`config.mk`:
```
export PLATFORM = sky130hd
export DESIGN_NAME = snake_state_manager
export DESIGN_NICKNAME = d
export VERILOG_FILES = /design/src/rtl/snake_pkg.sv /design/src/rtl/snake_state_manager_rise_detect.sv /design/src/rtl/snake_state_manager.sv
export SDC_FILE = /design/constraint.sdc
export NUM_CORES = 1
export LEC_CHECK = 0
export ABC_AREA = 1
export BUFFER_PORTS_ARGS = -buffer_cell sky130_fd_sc_hd__clkbuf_2
export CORE_ASPECT_RATIO = 1.2
export CORE_MARGIN = 1.5
export CORE_UTILIZATION = 35
export DETAILED_ROUTE_END_ITERATION = 6
export GPL_ROUTABILITY_DRIVEN = 0
export SETUP_SLACK_MARGIN = 0.1
export SYNTH_ARGS = -nofsm -noshare
export SYNTH_HDL_FRONTEND = slang
export SYNTH_SLANG_ARGS = --single-unit
```
`constraint.sdc`:
```
create_clock -name clk -period 1.75 [get_ports clk]
set_input_delay 0.0875 -clock clk [delete_from_list [all_inputs] [get_ports clk]]
set_output_delay 0.0875 -clock clk [all_outputs]
set_load 0.1 [all_outputs]
```
`src/rtl/snake_pkg.sv`:
```
// Shared encodings for the snake game-state block: fruit types and FSM phases.
package snake_pkg;

  localparam logic [1:0] FRUIT_NONE   = 2'b00;
  localparam logic [1:0] FRUIT_GROW   = 2'b01;
  localparam logic [1:0] FRUIT_SHRINK = 2'b10;
  localparam logic [1:0] FRUIT_LIFE   = 2'b11;

  typedef enum logic [1:0] {
    ST_IDLE    = 2'd0,
    ST_RUN     = 2'd1,
    ST_RESPAWN = 2'd2,
    ST_OVER    = 2'd3
  } state_e;

endpackage

```
`src/rtl/snake_state_manager_rise_detect.sv`:
```
// Single-bit rising-edge detector: rise is high while level is 1 and the
// previous clock's sample was 0.
module rise_detect (
  input  logic clk,
  input  logic reset_n,
  input  logic level,
  output logic rise
);

  logic prev;

  // NOTE: sequential state uses non-blocking assignment so every flop samples
  // pre-edge values regardless of block ordering.
  always_ff @(posedge clk or negedge reset_n) begin
    if (!reset_n) prev <= 1'b0;
    else          prev <= level;
  end

  assign rise = level & ~prev;

endmodule

```
`src/rtl/snake_state_manager.sv`:
```
// Game-phase FSM for the snake: owns length, lives and score, emits body
// grow/shrink pulses and handshakes fruit respawn with the spawner.
module snake_state_manager
  import snake_pkg::*;
#(
  parameter int unsigned INIT_LEN   = 3,
  parameter int unsigned MIN_LEN    = 1,
  parameter int unsigned MAX_LEN    = 32,
  parameter int unsigned INIT_LIVES = 3,
  parameter int unsigned MAX_LIVES  = 7,
  parameter int unsigned LEN_W      = 6,
  parameter int unsigned LIFE_W     = 3,
  parameter int unsigned SCORE_W    = 16
) (
  input  logic               clk,
  input  logic               reset_n,
  input  logic               game_start,
  input  logic               collision,
  input  logic [1:0]         fruit_collision_type,
  input  logic               hazard_hit,
  input  logic               respawn_ack,
  output logic               respawn_req,
  output logic               grow_pulse,
  output logic               shrink_pulse,
  output logic [LEN_W-1:0]   snake_length,
  output logic [LIFE_W-1:0]  lives,
  output logic [SCORE_W-1:0] score,
  output logic               playing,
  output logic               game_over
);

  state_e               state_q, state_d;
  logic [LEN_W-1:0]     length_d;
  logic [LIFE_W-1:0]    lives_d;
  logic [SCORE_W-1:0]   score_d;
  logic                 grow_d, shrink_d;

  logic                 collision_rise, hazard_rise, fruit_event;
  logic [LIFE_W-1:0]    lives_m1;
  logic                 last_life;
  logic [SCORE_W-1:0]   score_inc;

  rise_detect u_collision_rise (
    .clk     (clk),
    .reset_n (reset_n),
    .level   (collision),
    .rise    (collision_rise)
  );

  rise_detect u_hazard_rise (
    .clk     (clk),
    .reset_n (reset_n),
    .level   (hazard_hit),
    .rise    (hazard_rise)
  );

  assign fruit_event = collision_rise && (fruit_collision_type != FRUIT_NONE);
  assign lives_m1    = (lives == '0) ? '0 : lives - LIFE_W'(1);
  assign last_life   = (lives_m1 == '0);
  assign score_inc   = (score == '1) ? score : score + SCORE_W'(1);

  // NOTE: every signal written here gets a default first, so no path through
  // the case/if tree can leave one unassigned and infer a latch.
  always_comb begin
    state_d  = state_q;
    length_d = snake_length;
    lives_d  = lives;
    score_d  = score;
    grow_d   = 1'b0;
    shrink_d = 1'b0;

    unique case (state_q)
      ST_IDLE, ST_OVER: begin
        if (game_start) begin
          state_d  = ST_RUN;
          length_d = LEN_W'(INIT_LEN);
          lives_d  = LIFE_W'(INIT_LIVES);
          score_d  = '0;
        end
      end

      ST_RUN: begin
        // A hazard on the same edge as a fruit wins; the fruit stays uneaten.
        if (hazard_rise) begin
          length_d = LEN_W'(INIT_LEN);
          lives_d  = lives_m1;
          if (last_life) state_d = ST_OVER;
        end else if (fruit_event) begin
          state_d = ST_RESPAWN;
          case (fruit_collision_type)
            FRUIT_GROW: begin
              if (snake_length < LEN_W'(MAX_LEN)) begin
                length_d = snake_length + LEN_W'(1);
                grow_d   = 1'b1;
              end
              score_d = score_inc;
            end
            FRUIT_SHRINK: begin
              if (snake_length > LEN_W'(MIN_LEN)) begin
                length_d = snake_length - LEN_W'(1);
                shrink_d = 1'b1;
              end else begin
                lives_d = lives_m1;
                if (last_life) state_d = ST_OVER;
              end
            end
            FRUIT_LIFE: begin
              if (lives < LIFE_W'(MAX_LIVES)) lives_d = lives + LIFE_W'(1);
              score_d = score_inc;
            end
            default: ;
          endcase
        end
      end

      ST_RESPAWN: begin
        if (respawn_ack) state_d = ST_RUN;
        // A hazard costs a life but keeps the pending respawn alive.
        if (hazard_rise) begin
          length_d = LEN_W'(INIT_LEN);
          lives_d  = lives_m1;
          if (last_life) state_d = ST_OVER;
        end
      end

      default: state_d = ST_IDLE;
    endcase
  end

  always_ff @(posedge clk or negedge reset_n) begin
    if (!reset_n) begin
      state_q      <= ST_IDLE;
      snake_length <= LEN_W'(INIT_LEN);
      lives        <= LIFE_W'(INIT_LIVES);
      score        <= '0;
      grow_pulse   <= 1'b0;
      shrink_pulse <= 1'b0;
    end else begin
      state_q      <= state_d;
      snake_length <= length_d;
      lives        <= lives_d;
      score        <= score_d;
      grow_pulse   <= grow_d;
      shrink_pulse <= shrink_d;
    end
  end

  assign respawn_req = (state_q == ST_RESPAWN);
  assign playing     = (state_q == ST_RUN) || (state_q == ST_RESPAWN);
  assign game_over   = (state_q == ST_OVER);

endmodule

```
* Yosys cells after proc, flatten, opt, wreduce, memory -nomap -nowiden *
Index checks and enable logic that the tools add are counted.
W data, S select, Z words.

word-level totals
  flip-flop bits (word level) = 31
  input bits = 8
  word-level logic and storage cells = 98

cells by class
  add/subtract/negate cells = 5
  magnitude comparators = 3
  equal/unequal tests = 21
  mux-type cells = 44
  bitwise gates (word level) = 4
  reductions and logical operators = 13

operators by type and width
  cell                     count
  $mux W16                 5
  $mux W6                  6
  $pmux W16 S2             1
  $mux W3                  7
  $pmux W6 S3              1
  $reduce_and A6 Y1        3
  $add A16 B1 Y16 const B  1
  $eq A16 B16 Y1 const B   1
  $ne A4 B4 Y1 const B     4
  $mux W2                  7
  $mux W1                  13
  $pmux W6 S2              1
  $ne A2 B2 Y1 const B     5
  $pmux W3 S3              1
  $eq A2 B2 Y1 const B     4
  $ne A4 B2 Y1 const B     2
  $add A6 B1 Y6 const B    1
  $gt A6 B1 Y1 const B     1
  $logic_not A3 Y1         2
  $lt A6 B6 Y1 const B     1
  $ne A3 B3 Y1 const B     2
  $pmux W2 S3              1
  $pmux W3 S2              1
  $sub A6 B1 Y6 const B    1
  other kinds (13)         18

* Logic depth before layout (Yosys ltp) *
  depth after elaboration = 9
  gate-level depth with buffers = 12
  depth with buffers taken out = 11

* Hierarchy *
A second synthesis with hierarchy kept.

second synthesis, totals
  cells, all modules = 365
  area, all modules = 2406.1 um2

by module, submodules not included
  module               instances  cells an instance  area an instance (um2)
  snake_state_manager  1          359                2336.0
  rise_detect          2          3                  35.0

* Worst setup path after synthesis *
Ideal clock, no wire load.

  path type = register to register
  from = register score[0]
  to = register score[15]
  library setup time = 68 ps
  arrival time = 2196 ps
  required time = 1682 ps
  path slack = -513 ps
  cell stages (with the launch flop) = 11
  buffers on the path = 1
  period minus slack after synthesis = 2263 ps
  cells stage by stage = dfrtp_1 > ha_1 > nand3_2 > nor2_2 > nand3_1 > nand2_2 > nand2_4 > nand2_4 > buf_6 > nand2_1 > nand2_1

between the ends
  cells in the longest elaborated chain, start to end = 6
  elaborated cells on any way between the ends = 9
  classes of those cells = add/sub (1); eq/ne (2); mux (5); reduce/logical (1)

RTL lines
  what                    RTL line                    source
  from (decl)             snake_state_manager.sv:27   output logic [SCORE_W-1:0] score,
  from (signal assigned)  snake_state_manager.sv:142  score <= score_d;
  $add A16 B1 Y16         snake_state_manager.sv:60   assign score_inc = (score == '1) ? score : score + SCORE_W'(1);
  $mux W16                snake_state_manager.sv:60
  $mux W16                snake_state_manager.sv:90   case (fruit_collision_type)
  $mux W16                snake_state_manager.sv:88   end else if (fruit_event) begin
  $mux W16                snake_state_manager.sv:84   if (hazard_rise) begin
  $pmux W16 S2            snake_state_manager.sv:72   unique case (state_q)

Several ways; a longest one is shown, not always the timed one. The select of a mux whose other input is x is not followed.
A chain may end at the register's enable or synchronous reset.

* Worst setup path in the final report *
  from = register lives[0]
  to = register state_q[1]

between the ends
  cells in the longest elaborated chain, start to end = 6
  elaborated cells on any way between the ends = 9
  classes of those cells = add/sub (1); eq/ne (1); mux (4); reduce/logical (3)

RTL lines
  what                                                      RTL line                    source
  from (decl)                                               snake_state_manager.sv:26   output logic [LIFE_W-1:0] lives,
  from (signal assigned)                                    snake_state_manager.sv:134  lives <= LIFE_W'(INIT_LIVES);
  from (signal assigned)                                    snake_state_manager.sv:141  lives <= lives_d;
  $sub A3 B1 Y3 / $logic_not A3 Y1 (equally long branches)  snake_state_manager.sv:58   assign lives_m1 = (lives == '0) ? '0 : lives - LIFE_W'(1);
  $mux W3 *                                                 snake_state_manager.sv:58
  $logic_not A3 Y1 *                                        snake_state_manager.sv:59   assign last_life = (lives_m1 == '0);
  $mux W2                                                   snake_state_manager.sv:122  if (last_life) state_d = ST_OVER;
  $mux W2                                                   snake_state_manager.sv:119  if (hazard_rise) begin
  $pmux W2 S3                                               snake_state_manager.sv:72
  to (signal assigned)                                      snake_state_manager.sv:139  state_q <= state_d;
  to (decl)                                                 snake_state_manager.sv:32   state_e state_q, state_d;

Every way passes the cells marked *; elsewhere a longest branch is shown, timed or not.

==> impl_results.md <==
- Share of the synthesized area in the top cell type: 28.1%
- Worst-margin pin slew: roughly 760 ps
- Vias: 2552
- Worst hold slack: 195 ps
- RSZ-0062 raised after global routing: yes
- Final setup viols: 0
- Crit-path max cell delay: 650 ps
- Outcome: finished clean
- Bufs and invs on worst path: 2
- Yosys reg bits: 31
- Pre-antenna DRT Iters: 4
- Total CTS buffers: 5
- CTS root buf: clkbuf_8
- Syn Inst Count: 367
- IO Pins: 38
- Ys Warns: 0
- Sequential cell area: 835 um^2
- Hold Path Origin: respawn_ack
- Worst setup SP type: register
- Clk slew on worst S/H paths: 60 ps
- Final net count: approximately 460
- Pleak: 1.62 nW
- Sequential power share: roughly 19%
- Placeable Area: 6530 um^2
- Drt drc: 0
- Worst reg2reg path endpoint: state_q[1]
- Largest net degree at the start of global routing: 31
- Area leader, netlist: dfrtp_1
- Fmax: 582 MHz
- DIE WIDTH: just under 80 um
- Rel. slew slack: around 49%
- Syn Nets: 390
- DR vias/cell: 4.85
- Sw Pwr: roughly 3.6 mW
- H-tree Lvls: 2
- Routed Antenna Nets: 0
- Initial Util: a little under two fifths
- CTS tree: built
- Register area share after synthesis: 32.4%
- Insertion delay to the later sink of the worst-skew pair: slightly below 300 ps
- Synth cell types: 31
- Fill count: 647
- DR WL/cell: 12.6 um
- Worst reg2reg startpoint: lives[0]
- PwrDens: 1860 nW/um^2
- GRT Total Usage: a little under a fifth
- Int Power: 2.80 mW
- Bufs on Longest Clock Path: 2
- Area of the multi-input gates: between 1500 and 2000 um^2
- Average size of a mapped cell: between 6 and 7 um^2
- Initial DRC count: 87
- Gate power share: 72.7%
- Height of the die: ~94 um
- Count of final hold-check violations: 0
- Synthesis-to-finish area growth: 42.6%
- Main area contributors after synthesis: dfrtp_1 28%, nand2_1 21%, nor2_1 8.0%
- MaxCap Viol Count: 0
- Die area: roughly 7400 um^2
- Final Max Tran Viols: 0
- Initial antenna violation count: 0
- First-pass GRT wire length: 10.6 mm
- Worst hold path depth: 6
- Layout cells sized above 1: between 30% and 40%
- Switching Share: 56.1%
- Slowest cell on crit path: dfstp_4
- Hold Path Sink: state_q[1]
- Peak supply drop: about 0.0014 V
- Number of diodes: 0
- Hold Crit Class: primary input to register
- Cells along the critical path: inv_4 -> ha_4 -> ha_4 -> nor2_4 -> nor2_4 -> a21oi_2 -> nor2_2 -> inv_1 -> nor2_1 -> nand2_1 -> nand2_1
- Clock Power Share: 8.8%
- Flop-to-flop setup slack: 30 ps
- Clock sink total: 31
- Crit path required time: 1930 ps
- FFs w/ async S/R, synth: 100%
- Crit path DAT: 1890 ps
- Critical Path End Type: register
- Crit-path leading delay family: flip-flops
- Number of global-route vias before repair: 2349
- Crit share post-route: between 90% and 100%
- Final WL: 6.63 mm
- Dpl hpwl: around 4.5 mm
- Grt ovf: 0
- Post-synth EDFFs: 0
- I/O Buffers: 37
- Max FO, Critical Path: 4
- Synthesized cell area: about 2400 um^2
- R2R cell count: 11
- Final clock skew: ~9.3 ps
- Total Power: 6.37 mW
- Min cycle time layout: 1720 ps
- Top_reg_cell synth: dfrtp_1
- Row cnt: 32
- CP Class: register to register
-- flip-flops by register name (all words and copies together), names as in the netlist --
name	count
grow_pulse	1
lives	3
score	16
shrink_pulse	1
snake_length	6
state_q	2
u_collision_rise.prev	1
u_hazard_rise.prev	1
-- through the flow --
stage	utilization, %	setup slack, ps	instances	setup TNS (ps)	area (um^2)
after floorplan	-	-63.0	367	-102	2550
after global placement	44.0	-36.8	490	-77.7	2870
after detailed placement	44.0	-37.5	490	-148	2870
after CTS	46.6	44.8	504	0	3040
after global routing	52.6	-32.1	526	-88.3	3430
final	52.6	31.5	526	0	3430
-- cell usage after synthesis, types with 2 or more instances --
cell	number
nand3_1	29
o21bai_1	3
inv_2	9
dfstp_2	4
xnor2_1	4
nand2_2	3
nand3b_1	2
clkbuf_1	4
inv_1	34
nand2_1	133
o21ai_0	5
dfrtp_1	27
nor2_2	3
nand2_4	2
a21oi_1	5
o21ai_1	7
ha_1	15
xor2_1	7
nor2_1	51
nand4_1	9
-- timing repair --
item	CTS	global route
setup endpoints to repair	25	27
endpoints found under the hold margin	29	0
gates resized for setup	7	56
hold buffers	3	0
pin swaps	4	22
setup buffers	3	19
gates cloned	0	3
-- cell type report --
| cell class | count | share of cell area [%] |
|---|---|---|
| timing repair buffer | 70 | 13.5 |
| timing repair inverter | 1 | 0.219 |
| clock buffer | 7 | 2.22 |
| tap | 85 | 3.10 |
| inverter | 43 | 5.51 |
| multi-input combinational | 288 | 51.0 |
| sequential | 31 | 24.3 |
| clock inverter | 1 | 0.146 |
-- placed cells by master, fill, tap and decap left out, types with 5 or more instances in the layout --
cell type and n:
nand3_2 11, buf_4 27, clkbuf_8 5, nand4_1 9
ha_1 6, o21ai_1 8, nand2_2 13, clkbuf_2 36
inv_2 9, ha_4 7, nand3_1 18, nor2_1 46
xor2_1 7, inv_4 5, inv_1 27, dfrtp_4 5
dfrtp_1 6, dfrtp_2 16, nand2_1 120
-- tightest hold or removal path: stages --
cell,delay [ps]
clkbuf_2,90
o21ai_0,70
nand2_1,50
nand2_1,40
nand2_1,50
nand2_1,50
-- how the worst max path moves through the flow --
stage | startpoint | endpoint | slack [ps] | cells past startpoint
2_1_floorplan | lives[0] | state_q[1] | -60 | 11
3_3_place_gp | state_q[0] | snake_length[1] | -40 | 9
3_5_place_dp | lives[0] | state_q[1] | -40 | 9
4_1_cts | lives[0] | state_q[1] | 40 | 11
5_1_grt | lives[0] | state_q[0] | -30 | 11
6_report | lives[0] | state_q[1] | 30 | 11
-- power groups by stage --
stage / registers (mW) / logic [mW] / clock network [mW]
6_report: 1.18 / 4.63 / 0.560
5_1_grt: 1.21 / 5.00 / 0.596
4_1_cts: 1.19 / 3.66 / 0.571
3_5_place_dp: 1.22 / 3.48 / 0
3_3_place_gp: 1.21 / 3.46 / 0
2_1_floorplan: 1.98 / 2.02 / 0
-- metal layers --
layer / up-vias / wire length, um / global-route usage [%]
met5: - / 0 / 0
met4: 0 / 104 / 5.65
met3: 7 / 201 / 2.91
met2: 45 / 3390 / 32.9
met1: 1199 / 2940 / 21.8
li1: 1301 / - / -
-- kinds of logic after synthesis --
family	share of synthesized area [%]
DFF	32.4
AOI/OAI and AO/OA	6.40
xor gates and xnor gates	4.00
and+or+nand+nor	41.2
buffers and inverters	8.16
adders and majority gates	7.80
Power figures use the tool's default switching activity.
